`src/rtl/pe_operand_collector.sv`:
```
// Operand-join stage ahead of the PE functional unit.
// Operand A and operand B each get their own small FIFO. Either source can be
// replaced: A by the loopback result, B by the configured constant. The joined
// pair is presented to the FU with a single valid signal.

// Circular-buffer FIFO, one instance per operand.
// The extra MSB on each pointer tells full apart from empty after wrap-around.
module pe_oc_fifo #(
   parameter int N_BITS = 32,
   parameter int DEPTH  = 2
) (
   input  logic                     clk_i,
   input  logic                     rst_n_i,
   input  logic                     flush_i,
   input  logic                     push_i,
   input  logic [N_BITS-1:0]        data_i,
   input  logic                     pop_i,
   output logic                     full_o,
   output logic                     empty_o,
   output logic [N_BITS-1:0]        head_o,
   output logic [$clog2(DEPTH):0]   count_o
);
   localparam int AW = $clog2(DEPTH);

   logic [AW:0]                  wr_ptr, rd_ptr;
   logic [DEPTH-1:0][N_BITS-1:0] mem;
   logic [AW-1:0]                rd_prev;

   assign empty_o = (wr_ptr == rd_ptr);
   assign full_o  = (wr_ptr[AW] != rd_ptr[AW]) && (wr_ptr[AW-1:0] == rd_ptr[AW-1:0]);
   assign count_o = wr_ptr - rd_ptr;
   assign rd_prev = rd_ptr[AW-1:0] - AW'(1);
   // When the FIFO is empty, show the word that was written last.
   assign head_o  = empty_o ? mem[rd_prev] : mem[rd_ptr[AW-1:0]];

   // Pointer and storage update. A flush takes priority over push and pop.
   always_ff @(posedge clk_i or negedge rst_n_i) begin
      if (!rst_n_i) begin
         wr_ptr <= '0;
         rd_ptr <= '0;
         mem    <= '0;
      end else if (flush_i) begin
         wr_ptr <= '0;
         rd_ptr <= '0;
      end else begin
         if (push_i && !full_o) begin
            mem[wr_ptr[AW-1:0]] <= data_i;
            wr_ptr              <= wr_ptr + (AW+1)'(1);
         end
         if (pop_i && !empty_o)
            rd_ptr <= rd_ptr + (AW+1)'(1);
      end
   end
endmodule

module pe_operand_collector #(
   parameter int N_BITS = 32,
   parameter int DEPTH  = 2,
   parameter int CNT_W  = 16
) (
   input  logic                   clk_i,
   input  logic                   rst_n_i,
   input  logic                   flush_i,
   input  logic                   a_valid_i,
   input  logic [N_BITS-1:0]      a_data_i,
   output logic                   a_ready_o,
   input  logic                   b_valid_i,
   input  logic [N_BITS-1:0]      b_data_i,
   output logic                   b_ready_o,
   input  logic                   loopback_i,
   input  logic [N_BITS-1:0]      loopback_data_i,
   input  logic                   b_sel_const_i,
   input  logic [N_BITS-1:0]      const_i,
   input  logic                   fu_ready_i,
   output logic                   ops_valid_o,
   output logic [N_BITS-1:0]      a_o,
   output logic [N_BITS-1:0]      b_o,
   output logic [$clog2(DEPTH):0] a_count_o,
   output logic [$clog2(DEPTH):0] b_count_o,
   output logic [CNT_W-1:0]       stall_cnt_o
);
   logic              run_q;
   logic              a_full, a_empty, b_full, b_empty;
   logic [N_BITS-1:0] a_head, b_head;
   logic              a_avail, b_avail, fire;

   // run_q keeps every output at 0 while reset is asserted and sets ready
   // one cycle after reset is released.
   always_ff @(posedge clk_i or negedge rst_n_i) begin
      if (!rst_n_i) run_q <= 1'b0;
      else          run_q <= 1'b1;
   end

   // a_ready_o and b_ready_o depend only on the registered full flag, so there
   // is no combinational path from FU ready to upstream ready.
   assign a_ready_o = run_q && !a_full;
   assign b_ready_o = run_q && !b_full;

   assign a_avail     = loopback_i    || !a_empty;
   assign b_avail     = b_sel_const_i || !b_empty;
   assign ops_valid_o = run_q && a_avail && b_avail;
   assign fire        = ops_valid_o && fu_ready_i;

   assign a_o = !run_q ? '0 : (loopback_i    ? loopback_data_i : a_head);
   assign b_o = !run_q ? '0 : (b_sel_const_i ? const_i         : b_head);

   pe_oc_fifo #(.N_BITS(N_BITS), .DEPTH(DEPTH)) u_a_fifo (
      .clk_i   (clk_i),
      .rst_n_i (rst_n_i),
      .flush_i (flush_i),
      .push_i  (a_valid_i && a_ready_o),
      .data_i  (a_data_i),
      .pop_i   (fire && !loopback_i),
      .full_o  (a_full),
      .empty_o (a_empty),
      .head_o  (a_head),
      .count_o (a_count_o)
   );

   pe_oc_fifo #(.N_BITS(N_BITS), .DEPTH(DEPTH)) u_b_fifo (
      .clk_i   (clk_i),
      .rst_n_i (rst_n_i),
      .flush_i (flush_i),
      .push_i  (b_valid_i && b_ready_o),
      .data_i  (b_data_i),
      .pop_i   (fire && !b_sel_const_i),
      .full_o  (b_full),
      .empty_o (b_empty),
      .head_o  (b_head),
      .count_o (b_count_o)
   );

   // Count the cycles in which a pair is valid but the FU is not ready.
   // The count saturates at its maximum value and a flush clears it.
   always_ff @(posedge clk_i or negedge rst_n_i) begin
      if (!rst_n_i)
         stall_cnt_o <= '0;
      else if (flush_i)
         stall_cnt_o <= '0;
      else if (ops_valid_o && !fu_ready_i && (stall_cnt_o != '1))
         stall_cnt_o <= stall_cnt_o + CNT_W'(1);
   end
endmodule

```
`config.mk`:
```
export PLATFORM = sky130hd
export DESIGN_NAME = pe_operand_collector
export DESIGN_NICKNAME = d
export VERILOG_FILES = /design/src/rtl/pe_operand_collector.sv
export SDC_FILE = /design/constraint.sdc
export NUM_CORES = 1
export LEC_CHECK = 0
export ABC_AREA = 1
export ABC_CLOCK_PERIOD_IN_PS = 2900
export CAP_MARGIN = 15
export CORE_ASPECT_RATIO = 0.6
export CORE_UTILIZATION = 52
export CTS_CLUSTER_SIZE = 28
export DETAILED_ROUTE_END_ITERATION = 16
export PLACE_DENSITY_LB_ADDON = 0.1
export SLEW_MARGIN = 20
export SYNTH_ARGS = -nofsm -noshare
export SYNTH_HDL_FRONTEND = slang
export SYNTH_HIERARCHICAL = 1
export SYNTH_SLANG_ARGS = --single-unit
```
`constraint.sdc`:
```
create_clock -name clk_i -period 2.9 [get_ports clk_i]
set_input_delay 0.435 -clock clk_i [delete_from_list [all_inputs] [get_ports clk_i]]
set_output_delay 0.435 -clock clk_i [all_outputs]
set_load 0.1 [all_outputs]
```
==> impl_results.md, run 1 <==
* Ys Warns at 6
* First-pass GRT wire length at 50500 um
* CTS H-tree depth at 4
* Period utilisation layout at 96.5%
* Die Y at 110 um
* LEAKAGE at 6.88 nW
* Filler cells at 1514
* Die W at 183 um
* Total clock sinks at 153
* Number of global-route vias before repair at 10100
* Routed WL per cell at 15.7 um
* GP Congestion at 0.869
* Final core occ at 73.5%
* Number of nets in the layout at 1896
* Seq/Total Area, Yosys at 37.6%
* GR Util met3 at 7.03%
* Outcome: complete, no violations
* Crit end category: primary output
* M2 GR Usage at 47.6%
* CTS Buffer Depth at 2
* RSZ-0062 raised after global routing: false
* IO Pins at 223
* CP arrival at 2.36 ns
* Crit Path Class: flip-flop to primary output
* Final TNS setup at 0 ns
* Post-layout min period at 2.80 ns
* Combinational share of power at 37.6%
* Clock latency at the later pin of the worst-skew pair at 0.43 ns
* CTS root buffer: clkbuf_16
* Switching part of the total power at 39.3%
* Number of diodes at 0
* Pre-CTS setup slack at 0.331 ns
* Internal power at 5.00 mW
* Crit path required time at 2.47 ns
* Hold Path Class: input pin to asynchronous set/reset pin
* Largest net degree at the start of global routing at 77
* Placeable Area at 19100 um^2
* Worst-path cell chain: ha_2, nand3_4, buf_12, nand2_1, nand2_1, o21ai_0, nor2_2, buf_12
* Multi-input gate area at 5550 um^2
* Synth Cell Area at 10200 um^2
* Library cells used by synthesis at 25
* Mean Syn Cell Area at 6.40 um^2
* Post-route setup slack at 0.101 ns
* GRT busiest layer: met2
* Post-DRT Antenna Nets at 0
* Vias per cell at 5.53
* Switching Power at 3.23 mW
* Tot GR Track Use at 31.7%
* CTS tree: built
* Slowest CP cell: dfrtp_2
* DRT iter0 DRCs at 1210
* Port-buffer cells at 222
* Max Cap Viol at 0
* Critical Path Source Type: flip-flop
* Worst flop-to-flop path endpoint: u_a_fifo/mem[53]
* # rows at 39
* Pwr dens at 588 nW/um^2
* CTS buffer count at 17
* Die ar. at 20100 um^2
* Worst-margin pin slew at 0.720 ns
* Fmax at 357 MHz
* Syn nets at 1728
* Share of layout cells above drive strength 1 at 14.7%
* Yosys reg bits at 153
* Area Growth Syn to Fin at 37.7%
* Worst-path fanout max at 35
* DRC at 0
* Part of the power in the clock network at 27.0%
* Post-DP HPWL at 21400 um
* DR vias at 11300
* R2r startpoint: u_a_fifo/wr_ptr[0]
* Max VDD drop at 0.419 mV
* Fin. max-slew vios at 0
* Initial Util at 53.3%
* Final WL at 31900 um
* Largest stage delay on the critical path at 0.48 ns
* Mapped Cells at 1589
* Grt ovf at 0
* Worst-path clk slew at 0.07 ns
* Storage cell area at 3830 um^2
* Final setup violation count at 0
* M1 GR Usage at 46.0%
* R2R depth at 8
* DRT Pass-1 Iters at 6
* Initial antenna violation count at 0
* R2R setup slack at 0.36 ns
* Clk_skew at 0.0120 ns
* Slew HR at 52.0%
* Reg power frac at 35.4%
* Final hold vios at 0
## registers in the layout, summed over array words and instances (netlist names)
register	cells
u_a_fifo/mem	64
u_b_fifo/mem	64
stall_cnt_o	16
u_a_fifo/rd_ptr	2
u_a_fifo/wr_ptr	2
u_b_fifo/rd_ptr	2
u_b_fifo/wr_ptr	2
run_q	1
## critical path: cells and delay by family, from the launching register on
family	cells	cell delay (ns)
AO/OA/AOI/OAI	1	0.31
buffers and inverters	2	0.39
flip-flops	1	0.48
AND/OR/NAND/NOR	4	0.34
adder cells (fa/ha/maj)	1	0.41
## per-stage QoR
stage,std cells,instance area [um^2],total power [mW],hold WS [ns]
2_1_floorplan,1589,10300,4.90,0.139
3_3_place_gp,1999,13300,5.86,0.355
3_5_place_dp,1999,13300,5.97,0.355
4_1_cts,2032,13900,8.20,0.473
5_1_grt,2036,14000,8.70,0.498
6_report,2036,14000,8.24,0.468
## layout by cell type, fill, tap and decap left out, drive strengths merged, types with 3 or more instances in the layout
cell	instances
ha	3
nand2	664
buf	127
nand4	145
nor2	167
clkbuf	18
a21oi	3
o21ai	195
inv	107
dfrtp	153
clkdlybuf4s50	134
clkinv	10
xor2	6
nand3	28
## Yosys cell counts
cell      instances  area (um^2)
nand2_1         663         2490
o21ai_0         177          886
nor2_1          158          593
dfrtp_1         153         3830
nand4_1         145          907
inv_1            93          349
buf_2            58          290
clkbuf_1         40          150
nand3_1          20          100
o21ai_1          18         90.1
inv_2            12         45.0
buf_4             9         67.6
nand3_2           8         80.1
buf_6             7         78.8
nor2_2            6         37.5
xor2_1            6         52.6
a21oi_1           3         15.0
ha_1              3         37.5
nor2_4            3         33.8
nor3b_1           2         15.0
conb_1            1         3.75
nand2_2           1         6.26
nand3b_1          1         7.51
nor3_1            1         5.00
or2_2             1         6.26
## repair_timing
item | CTS | global route
setup endpoints to repair | 45 | 52
gates resized for setup | 6 | 26
cloned | 0 | 1
pin swaps | 0 | 2
setup buffers | 0 | 3
hold buffers | 1 | 0
hold endpoints to repair | 35 | 0
## power groups by stage
stage / registers (mW) / logic (mW) / clock network, mW
after detailed placement: 2.94 / 3.03 / 0
final: 2.91 / 3.10 / 2.23
after CTS: 2.91 / 3.06 / 2.23
after floorplan: 2.87 / 2.03 / 0
after global placement: 2.91 / 2.94 / 0
after global routing: 2.97 / 3.40 / 2.33
## layout make-up
class,count,share of cell area (%)
Timing Repair inverter,1,0.0446
Clock inverter,14,1.06
Tap cell,266,2.37
Clock buffer,18,3.13
Timing Repair Buffer,262,23.5
Sequential cell,153,27.3
Multi-Input combinational cell,1217,39.6
Inverter,105,2.97
## per-layer routing
metal  part of all wire, %  vias up
li1                      -     5456
met1                    44     5157
met2                    44      598
met3                    11       43
met4                   1.5        0
met5                     0        -
## cells by family after synthesis
group           share of synthesized area, %
simple gates                            42.1
buf+inv                                 9.64
compound gates                          9.74
flops                                   37.6
xor+xnor                               0.516
fa+ha+maj                              0.369
other cells                           0.0369
## worst max path at each step
stage,from,endpoint,slack [ns],depth (start not counted)
detailed placement,u_b_fifo/rd_ptr[0],b_o[10],0.33,8
global route,u_b_fifo/rd_ptr[0],b_o[10],0.003,9
CTS,u_a_fifo/wr_ptr[0],a_o[4],0.007,10
global placement,u_b_fifo/rd_ptr[0],b_o[10],0.36,8
floorplan,u_a_fifo/wr_ptr[0],a_o[10],0.02,8
finish,u_b_fifo/rd_ptr[0],b_o[26],0.10,8
No activity file was read; power rests on OpenSTA's default activity.
==> run 2, diff against run 1 <==
Settings changed: CELL_PAD_IN_SITES_DETAIL_PLACEMENT set to 1, CELL_PAD_IN_SITES_GLOBAL_PLACEMENT set to 1, CORE_UTILIZATION 52 to 36.
==> impl_results.md, run 2 (synthesis results as in run 1) <==
* Outcome: complete, no violations
* Worst-path clk slew at 0.06 ns
* Largest net degree at the start of global routing at 69
* Hold Path Class: flip-flop to flip-flop
* Worst flop-to-flop path endpoint: u_a_fifo/mem[1]
* Fin. max-slew vios at 0
* Period utilisation layout at 97.5%
* Commonest non-fill, non-tap cell in the layout: nand2_1
* Crit end category: primary output
* Clock latency at the later pin of the worst-skew pair at 0.44 ns
* CTS tree: built
* GP Congestion at 0.805
* Initial Util at 36.8%
* Delay-heaviest family, CP: flip-flops
* CTS buffer count at 17
* IO Pins at 223
* Slowest CP cell: dfrtp_2
* Crit path required time at 2.47 ns
* Number of nets in the layout at 1912
* Highest-count cells in the layout ignoring fill and taps: nand2_1 (663), o21ai_0 (165), dfrtp_1 (150)
* Post-DRT Antenna Nets at 0
* Die Y at 132 um
* Pwr dens at 603 nW/um^2
* Largest registers: u_a_fifo/mem: 64 flops, u_b_fifo/mem: 64 flops, stall_cnt_o: 16 flops
* Filler cells at 3502
* Clk_skew at 0.00665 ns
* Vias per cell at 5.25
* Tot GR Track Use at 27.4%
* DRC at 0
* Layout Cells excl Fill at 2158
* Slew HR at 51.7%
* Placeable Area at 27600 um^2
* WP buf/inv at 2
* Final WL at 39000 um
* Total clock sinks at 153
* Final core occ at 51.9%
* CTS Buffer Depth at 2
* Max Cap Viol at 0
* LEAKAGE at 6.99 nW
* DRT iter0 DRCs at 588
* Max VDD drop at 0.433 mV
* First-pass GRT wire length at 62600 um
* Initial antenna violation count at 5
* Multi-input gate area at 5550 um^2
* CTS H-tree depth at 4
* Final setup violation count at 0
* Fmax at 354 MHz
* Largest stage delay on the critical path at 0.45 ns
* DR vias at 11300
* Port-buffer cells at 222
* Tot Pwr at 8.65 mW
* Placed insts at 2112
* # rows at 47
* R2r startpoint: u_a_fifo/rd_ptr[0]
* Post-DP HPWL at 27300 um
* Worst-path fanout max at 35
* Crit Path Class: flip-flop to primary output
* DRT Pass-1 Iters at 5
* R2R depth at 7
* Hold_sp: u_b_fifo/mem[52]
* Worst-margin pin slew at 0.725 ns
* Routed WL per cell at 18.1 um
* Post-layout min period at 2.83 ns
* R2R setup slack at 0.54 ns
* Die W at 219 um
* Area Growth Syn to Fin at 41.0%
* Storage cell area at 3830 um^2
* Hold Path Sink: u_b_fifo/mem[52]
* Share of layout cells above drive strength 1 at 15.3%
* Number of global-route vias before repair at 11500
* Worst-path cell chain: ha_1, nand3_2, buf_12, nand2_1, nand2_1, o21ai_0, nor2_2, buf_12
* CP arrival at 2.39 ns
* WHS Path Cells at 2
* CTS root buffer: clkbuf_16
* Final hold vios at 0
* Grt ovf at 0
* Critical Path Source Type: flip-flop
* Die ar. at 29000 um^2
[run 2: cell types whose count changed in the layout (fill, tap and decap cells not counted), sizes merged]
cell,previous run,this run
buf,127,144
clkinvlp,1,3
clkinv,10,4
diode,0,5
inv,107,105
bufinv,2,5
clkbuf,18,20
[run 2: stage by stage]
stage / TNS, ns / cell area, um^2 / setup WS, ns / hold WS, ns
floorplan: 0 / 10300 / 0.0170 / 0.139
global placement: 0 / 13600 / 0.400 / 0.453
detailed placement: 0 / 13600 / 0.352 / 0.458
CTS: -0.00752 / 14200 / -0.00752 / 0.474
global route: -0.0737 / 14300 / -0.0313 / 0.488
finish: 0 / 14300 / 0.0719 / 0.468
[run 2: what timing repair did]
| item | CTS | global route |
|---|---|---|
| buffers inserted | 0 | 8 |
| cloned | 0 | 0 |
| endpoints found under the setup margin | 41 | 57 |
| endpoints found under the hold margin | 16 | 0 |
| resized for setup | 7 | 23 |
| pin swaps | 0 | 2 |
| hold buffers | 1 | 0 |
[run 2: routing by layer]
layer  GRT usage (%)  share of wire, %
met2            41.5                44
met4            7.45               1.3
met5               0                 0
met3            4.54               5.7
met1            40.1                49
[run 2: power by group]
group          internal, mW  switching [mW]
Sequential             2.60           0.322
Clock                  1.55           0.964
Combinational          1.14            2.07
Total                  5.29            3.36
[run 2: worst max path at each step]
stage | from | endpoint | cells after the start | slack, ns
6_report | u_a_fifo/rd_ptr[0] | a_o[5] | 8 | 0.07
5_1_grt | u_a_fifo/rd_ptr[0] | a_o[30] | 8 | -0.03
4_1_cts | u_a_fifo/wr_ptr[0] | a_o[14] | 9 | -0.008
3_5_place_dp | u_a_fifo/wr_ptr[0] | a_o[14] | 10 | 0.35
3_3_place_gp | loopback_i | a_o[14] | 5 | 0.40
2_1_floorplan | u_a_fifo/wr_ptr[0] | a_o[10] | 8 | 0.02
[run 2: tightest hold or removal path: stages (launching register included)]
cell	delay, ns
dfrtp_1	0.34
nand2_1	0.05
nand2_1	0.04
[run 2: final cells by class]
class	instances	share of cell area (%)
clock inverter	12	1.37
inverter	105	2.85
timing repair buffer	279	24.0
clock buffer	20	3.11
sequential	153	26.7
multi-input combinational	1217	38.7
tap	367	3.20
antenna	5	0.0872
